**src/rtl/hit_resolver.sv**
```systemverilog
// Collision resolver for the alien-shooter playfield: latches laser/alien and bomb/cannon
// overlaps during the frame scan and commits them to score, lives and the alive matrix in vblank.
module hit_resolver #(
  parameter int unsigned NUM_ROWS    = 5,
  parameter int unsigned NUM_COLUMNS = 8,
  parameter int unsigned SCORE_W     = 14,
  parameter int unsigned START_LIVES = 3,
  parameter int unsigned POINTS_BASE = 10,
  parameter int unsigned POINTS_STEP = 10,
  localparam int unsigned ROW_W   = (NUM_ROWS > 1) ? $clog2(NUM_ROWS) : 1,
  localparam int unsigned COL_W   = (NUM_COLUMNS > 1) ? $clog2(NUM_COLUMNS) : 1,
  localparam int unsigned CELLS   = NUM_ROWS * NUM_COLUMNS,
  localparam int unsigned LIVES_W = 2
) (
  input  logic               clk,
  input  logic               rst_n,
  input  logic               frame_start,
  input  logic               game_reset,
  input  logic               laser_gfx,
  input  logic               alien_pixel,
  input  logic               bomb_gfx,
  input  logic               cannon_gfx,
  input  logic [ROW_W-1:0]   alien_row,
  input  logic [COL_W-1:0]   alien_col,
  output logic [CELLS-1:0]   alive_matrix,
  output logic [SCORE_W-1:0] score,
  output logic [LIVES_W-1:0] lives,
  output logic [3:0]         wave_count,
  output logic               game_over,
  output logic               hit_alien,
  output logic               player_hit,
  output logic               wave_clear
);

  localparam int unsigned IDX_W = (CELLS > 1) ? $clog2(CELLS) : 1;
  localparam logic [32:0] SCORE_MAX = (33'(1) << SCORE_W) - 33'(1);

  typedef enum logic [1:0] {SCAN, COMMIT, CHECK} state_t;

  state_t           state;
  logic             alien_pend;
  logic             player_pend;
  logic [ROW_W-1:0] lat_row;
  logic [COL_W-1:0] lat_col;

  logic [31:0]      row_ext;
  logic [31:0]      col_ext;
  logic             in_range;
  logic [IDX_W-1:0] cell_idx;
  logic [IDX_W-1:0] lat_idx;
  logic             alien_ov;
  logic             player_ov;
  logic [31:0]      row_points;
  logic [32:0]      score_sum;
  logic [SCORE_W-1:0] score_sat;

  // Overlap detection for the pixel currently under the beam; out-of-range coordinates never hit
  assign row_ext   = 32'(alien_row);
  assign col_ext   = 32'(alien_col);
  assign in_range  = (row_ext < NUM_ROWS) && (col_ext < NUM_COLUMNS);
  assign cell_idx  = IDX_W'(row_ext * NUM_COLUMNS + col_ext);
  assign alien_ov  = laser_gfx & alien_pixel & in_range & alive_matrix[cell_idx];
  assign player_ov = bomb_gfx & cannon_gfx;

  // Points for the latched row, top row worth the most, score saturating
  assign lat_idx    = IDX_W'(32'(lat_row) * NUM_COLUMNS + 32'(lat_col));
  assign row_points = POINTS_BASE + POINTS_STEP * (NUM_ROWS - 1 - 32'(lat_row));
  assign score_sum  = 33'(score) + 33'(row_points);
  assign score_sat  = (score_sum > SCORE_MAX) ? SCORE_W'(SCORE_MAX) : SCORE_W'(score_sum);

  always_ff @(posedge clk or negedge rst_n) begin
    if (!rst_n) begin
      state        <= SCAN;
      alive_matrix <= {CELLS{1'b1}};
      score        <= '0;
      lives        <= LIVES_W'(START_LIVES);
      wave_count   <= '0;
      game_over    <= 1'b0;
      hit_alien    <= 1'b0;
      player_hit   <= 1'b0;
      wave_clear   <= 1'b0;
      alien_pend   <= 1'b0;
      player_pend  <= 1'b0;
      lat_row      <= '0;
      lat_col      <= '0;
    end else begin
      hit_alien  <= 1'b0;
      player_hit <= 1'b0;
      wave_clear <= 1'b0;
      if (game_reset) begin
        state        <= SCAN;
        alive_matrix <= {CELLS{1'b1}};
        score        <= '0;
        lives        <= LIVES_W'(START_LIVES);
        wave_count   <= '0;
        game_over    <= 1'b0;
        alien_pend   <= 1'b0;
        player_pend  <= 1'b0;
        lat_row      <= '0;
        lat_col      <= '0;
      end else begin
        case (state)
          SCAN: begin
            if (frame_start) begin
              state <= COMMIT;
            end else if (!game_over) begin
              // Only the first alien hit of a frame counts
              if (alien_ov && !alien_pend) begin
                alien_pend <= 1'b1;
                lat_row    <= alien_row;
                lat_col    <= alien_col;
              end
              if (player_ov) player_pend <= 1'b1;
            end
          end
          COMMIT: begin
            state <= CHECK;
            if (!game_over) begin
              if (alien_pend) begin
                alive_matrix <= alive_matrix & ~(CELLS'(1) << lat_idx);
                hit_alien    <= 1'b1;
                score        <= score_sat;
              end
              if (player_pend && (lives != '0)) begin
                lives      <= lives - LIVES_W'(1);
                player_hit <= 1'b1;
              end
            end
          end
          CHECK: begin
            state <= SCAN;
            if (!game_over) begin
              if (alive_matrix == '0) begin
                wave_clear   <= 1'b1;
                alive_matrix <= {CELLS{1'b1}};
                wave_count   <= wave_count + 4'd1;
              end
              if (lives == '0) game_over <= 1'b1;
            end
            alien_pend  <= 1'b0;
            player_pend <= 1'b0;
            lat_row     <= '0;
            lat_col     <= '0;
          end
          default: state <= SCAN;
        endcase
      end
    end
  end

endmodule
```
**config.mk**
```make
export PLATFORM = sky130hd
export DESIGN_NAME = hit_resolver
export DESIGN_NICKNAME = d
export VERILOG_FILES = /design/src/rtl/hit_resolver.sv
export SDC_FILE = /design/constraint.sdc
export NUM_CORES = 1
export LEC_CHECK = 0
export CORE_AREA = 3 3 122 94
export DETAILED_ROUTE_END_ITERATION = 10
export DIE_AREA = 0 0 125 97
export GPL_ROUTABILITY_DRIVEN = 0
export PLACE_DENSITY = 0.65
export SLEW_MARGIN = 20
export SYNTH_ARGS = -nofsm -noshare
export SYNTH_HDL_FRONTEND = slang
export SYNTH_SLANG_ARGS = --single-unit
```
**constraint.sdc**
```tcl
create_clock -name clk -period 7.2 [get_ports clk]
set_input_delay 1.8 -clock clk [delete_from_list [all_inputs] [get_ports clk]]
set_output_delay 1.8 -clock clk [all_outputs]
set_load 0.02 [all_outputs]
```
# Yosys cells after proc, flatten, opt, wreduce, memory -nomap -nowiden
# Index checks and enable logic that the tools add are counted.
[classes]
add_sub_neg = 7
n_reduce_logical = 21
n_shift = 1
bitwise = 6
muxes = 60
mul = 1
n_lt_le_gt_ge = 4
n_eq_ne = 12
[ops]
columns = ["op", "count"]
rows = [
  ["$mux W40", 5],
  ["$pmux W40 S2", 1],
  ["$mux W14", 5],
  ["$and A40 B40 Y40", 1],
  ["$logic_not A40 Y1", 1],
  ["$not A40 Y40", 1],
  ["$shl A1 B6 Y40 const A", 1],
  ["$add A14 B32 Y33", 1],
  ["$gt A33 B14 Y1 const B", 1],
  ["$add A4 B32 Y32 const A", 1],
  ["$mul A3 B32 Y31 const A", 1],
  ["$ne A3 B3 Y1 const B", 9],
  ["$mux W1", 25],
  ["$mux W3", 8],
  ["$mux W4", 4],
  ["$add A6 B3 Y6", 2],
  ["$mux W2", 6],
  ["$pmux W3 S2", 2],
  ["$reduce_bool A2 Y1", 6],
  ["$reduce_and A3 Y1", 3],
  ["$reduce_and A4 Y1", 2],
  ["$lt A6 B7 Y1 const B", 1],
  ["$bmux W1 S6", 1],
  ["$reduce_bool A3 Y1", 2],
  ["other kinds (15)", 22],
]
[word_totals]
out_inout_bits = 64
in_bits = 14
word_cells = 125
regBits = 74

# Depth between registers and ports, before layout
[depth]
depth_word = 10
ltp_mapped = 22
depth_no_buf = 20

# Worst setup path after synthesis
# Ideal clock, no wire load.
[synth_timing]
path_kind = "reg2reg"
start = "reg lat_row[0]"
end = "reg score[10]"
required_ns = 7.059
setup_time_ns = 0.141
slack_ns = 2.252
stages_incl_launch_ff = 23
n_path_buf = 2
arrival_ns = 4.807
period_less_slack_ns = 4.948
path_cell_list = "dfrtp_1 buf_2 o21ai_1 inv_1 ha_1 ha_1 inv_1 fa_1 nand2b_1 nor3_1 and2_1 inv_1 ha_1 inv_1 ha_1 a21o_1 a221o_1 a31o_2 o21ai_0 nand2_1 a211oi_2 buf_4 a31oi_1"
[synth_via]
elab_chain_cells = 10
[synth_lines]
columns = ["item", "line_no", "rtl"]
rows = [
  ["start, declared", "43", "logic [ROW_W-1:0] lat_row;"],
  ["start signal, assigned", "110", "lat_row <= alien_row;"],
  ["$sub A3 B3 Y4 *", "67", "assign row_points = POINTS_BASE + POINTS_STEP * (NUM_ROWS - 1 - 32'(lat_row));"],
  ["$mul A3 B32 Y31 *", "67", ""],
  ["$add A4 B32 Y32 *", "67", ""],
  ["$add A14 B32 Y33 *", "68", "assign score_sum = 33'(score) + 33'(row_points);"],
  ["$gt A33 B14 Y1", "69", "assign score_sat = (score_sum > SCORE_MAX) ? SCORE_W'(SCORE_MAX) : SCORE_W'(score_sum);"],
  ["$mux W14 *", "69", ""],
  ["$mux W14 *", "119", "if (alien_pend) begin"],
  ["$mux W14 *", "118", "if (!game_over) begin"],
  ["$mux W14 *", "102", "case (state)"],
  ["$mux W14 *", "90", "if (game_reset) begin"],
  ["end signal, assigned", "122", "score <= score_sat;"],
  ["end, declared", "26", "output logic [SCORE_W-1:0] score,"],
]
# Every way passes the cells marked *; elsewhere a longest branch is shown, timed or not. The select of a mux whose other input is x is not followed.
# A chain may end at the register's enable or synchronous reset.

# Worst setup path in the final report
[layout_timing]
start = "reg lat_row[0]"
end = "reg score[2]"
# Same word-level chain as after synthesis.

==> results.tsv <==
stage	metric	value	unit
outcome	status	finished, final reports clean	
clocking	cts_root_buf	clkbuf_16	
setup_path	cp_slowest_stage_delay	860	ps
clocking	cts_resized	0	
finish	drive_gt1_frac	0.146	
pwr	pwr-share-clk	0.479	
floorplanning	fp.dieArea	12100	sq um
global_routing	grtUsageTotal	0.209	
logic_synthesis	yosysWarningCount	0	
pwr	internal_power	0.000767	W
logic_synthesis	synth_top_area_frac	0.238	
clocking	clockBufferDepth	2	
sta	worst_pin_slew	1060	ps
logic_synthesis	synth_top_area_cell	dfstp_2	
pwr	seq_power_share	0.428	
setup_path	r2r_slack	1200	ps
pwr	vdd_ir_drop_max	0.000135	V
setup_path	arrival	6160	ps
setup_path	ff2ff_path_depth	20	
finish	multi_input_area	2540	sq um
pwr	p_total	0.00101	W
place	postPlaceCellArea	5510	sq um
detailed_routing	drtPass1Iterations	5	
clocking	cts_hold_buf	0	
detailed_routing	routedWlPerCell	17.9	microns
pwr	powerDensity	174	nW/um^2
detailed_routing	routed_via_density	5.79	
logic_synthesis	syn_area_per_cell	9.40	sq um
sta	tns	0	ps
job	cap_violations	0	
global_routing	grt_pass1_wl	20.7	mm
sta	fmax	167	MHz
sta	setup_viol	0	
setup_path	cp-end-kind	register	
pwr	p_leak	2.37	nW
global_routing	antenna_found_initial	0	
sta	skew	9.79	ps
sta	slew_headroom	0.291	
logic_synthesis	syn_area	4630	sq um
place	port_buffers	77	
setup_path	crit_fanout	14	
sta	fin_crit_sh	0.833	
global_routing	grt_remaining_overflow	0	
logic_synthesis	synthesis.nets	538	
sta	min_period	6000	ps
setup_path	critical_path_buf_inv_count	4	
setup_path	critical_path_class	reg -> reg	
sta	rsz0062_at_grt	no	
setup_path	cp_num_cells	20	
logic_synthesis	syn-instance-count	493	
finish	antenna_cells	0	
detailed_routing	vias	4079	
global_routing	grt_pass1_vias	3890	
floorplanning	io_pins	78	
clocking	cts_tree	yes	
floorplanning	die-height	97	microns
setup_path	critPathLaunchType	register	
logic_synthesis	ys_async_sr_fraction	1.00	
detailed_routing	wl	12.6	mm
worst_hold_path	hold_depth	2	
logic_synthesis	synth_edf_count	0	
logic_synthesis	synth_cell_types	53	
setup_path	cp_data_required_time	7360	ps
clocking	clock-sinks	74	
floorplanning	die_x	125	microns
finish	final_nets	608	
sta	finalHoldViolCount	0	
setup_path	crit_family	compound AO/OA/AOI/OAI gates	
floorplanning	start_util	0.449	
finish	seqCellArea	1900	sq um
clocking	clock_latency	340	ps
pwr	swShare	0.243	
detailed_routing	post-route-drc-count	0	
sta	maxSlewViolCount	0	
pwr	netSwitchingPower	0.000246	W
clocking	path_clk_slew	60	ps
finish	final_area	5820	sq um
floorplanning	rows	32	
worst_hold_path	min_path_type	reg -> reg	
finish	syn2layout_area_growth	25.6	%
logic_synthesis	ys_ff_latch	74	
clocking	numCtsBuffers	9	
logic_synthesis	synth.area.top_cells	dfstp_2 24%, dfrtp_1 17%, ha_1 7.6%	
setup_path	critPathSlowestCell	a211oi_2	
clocking	htree_levels	3	
place	hpwl	9.18	mm
pwr	power_frac_comb	0.094	
floorplanning	core	10300	sq um
logic_synthesis	yosysMostFrequentCell	nand2_1	
finish	num-fill-cells	912	
detailed_routing	first_iter_violations	286	
clocking	cts_setup_buffers	0	
global_routing	grt_max_degree	75	
logic_synthesis	synthTopCellsByCount	68 x nand2_1, 59 x o21ai_0, 42 x dfstp_2	
detailed_routing	ant_nets	0	
setup_path	worstPathCellList	o21ai_1 -> inv_1 -> ha_1 -> ha_1 -> inv_1 -> fa_1 -> nand2b_1 -> nor3_1 -> and2_1 -> inv_1 -> ha_1 -> inv_1 -> ha_1 -> a21o_1 -> a221o_1 -> a31o_2 -> o21ai_0 -> nand2_1 -> a211oi_2 -> a41oi_1	
logic_synthesis	ys.flop_type	dfstp_2	
logic_synthesis	synth_seq_area_share	0.411	
==> layout by cell type, fill, tap and decap left out, types with 4 or more instances in the layout <==
cell and instances:
nor4_1 10, and3_1 5, a21o_1 6, a31oi_1 15, nand2_1 68, nand3b_1 4, mux2i_1 7, mux4_2 12
nor2b_1 5, dfstp_2 42, nor3_1 4, inv_1 26, xnor2_1 8, o21ai_0 59, a21oi_1 31, nor2_1 29
clkbuf_16 9, clkdlybuf4s50_1 76, o21a_1 5, a211oi_1 7, ha_1 28, xor2_1 8, nand2b_1 4, dfrtp_1 32
nand3_1 11
==> power groups by stage <==
stage | clock network, W | logic, W | registers [W]
5_1_grt | 0.000510 | 0.000104 | 0.000434
3_5_place_dp | 0 | 0.0000949 | 0.000439
6_report | 0.000485 | 0.0000949 | 0.000433
2_1_floorplan | 0 | 0.0000540 | 0.000441
3_3_place_gp | 0 | 0.0000941 | 0.000439
4_1_cts | 0.000492 | 0.0000953 | 0.000433
==> tightest hold or removal path: stages, from the launching register on <==
cell and delay [ps]:
dfstp_2 380, o21ai_0 70, nand2_1 50
==> final cells by class <==
type	instances	area share
clock buffer	10	0.0393
inverter	27	0.0174
clock inverter	6	0.0150
multi-input combinational	371	0.436
sequential	74	0.327
tap	136	0.0292
timing repair buffer	80	0.135
==> stage by stage <==
step	setup WS, ps	hold slack, ps	std cells	util
floorplan	2250	458	493	-
CTS	1280	496	704	0.564
global placement	1420	485	688	0.533
detailed placement	1280	488	688	0.533
finish	1200	497	704	0.564
global route	753	521	704	0.564
==> kinds of logic after synthesis <==
| kind of cell | count (synthesis) | share of synthesized area |
|---|---|---|
| compound gates | 141 | 0.178 |
| xor+xnor | 17 | 0.0351 |
| fa+ha+maj | 31 | 0.0886 |
| buf+inv | 48 | 0.0424 |
| flops | 74 | 0.411 |
| mux | 19 | 0.0734 |
| simple gates | 163 | 0.172 |
==> flip-flops by register name, indices dropped and copies added, names as in the netlist, 2 cells and up <==
register	flops
alive_matrix	40
score	14
wave_count	4
lat_col	3
lat_row	3
lives	2
state	2
==> metal layers <==
| layer | GRT usage | share of wire | vias to the layer above |
|---|---|---|---|
| met2 | 0.300 | 0.43 | 140 |
| met4 | 0.0450 | 0.0092 | 0 |
| met1 | 0.317 | 0.49 | 2003 |
| met5 | 0 | 0 | - |
| li1 | - | - | 1923 |
| met3 | 0.0530 | 0.070 | 13 |
==> final timing paths <==
kind                                              from                           to
max in group asynchronous                        rst_n        game_over$_DFFE_PN0N_
min reg2reg                alive_matrix[2]$_DFFE_PN1P_  alive_matrix[2]$_DFFE_PN1P_
min in group asynchronous                        rst_n         score[1]$_DFFE_PN0P_
min                        alive_matrix[2]$_DFFE_PN1P_  alive_matrix[2]$_DFFE_PN1P_
max reg2reg                     lat_row[0]$_DFFE_PN0P_         score[2]$_DFFE_PN0P_
max                             lat_row[0]$_DFFE_PN0P_         score[2]$_DFFE_PN0P_
(Power assumes the default switching activity.)
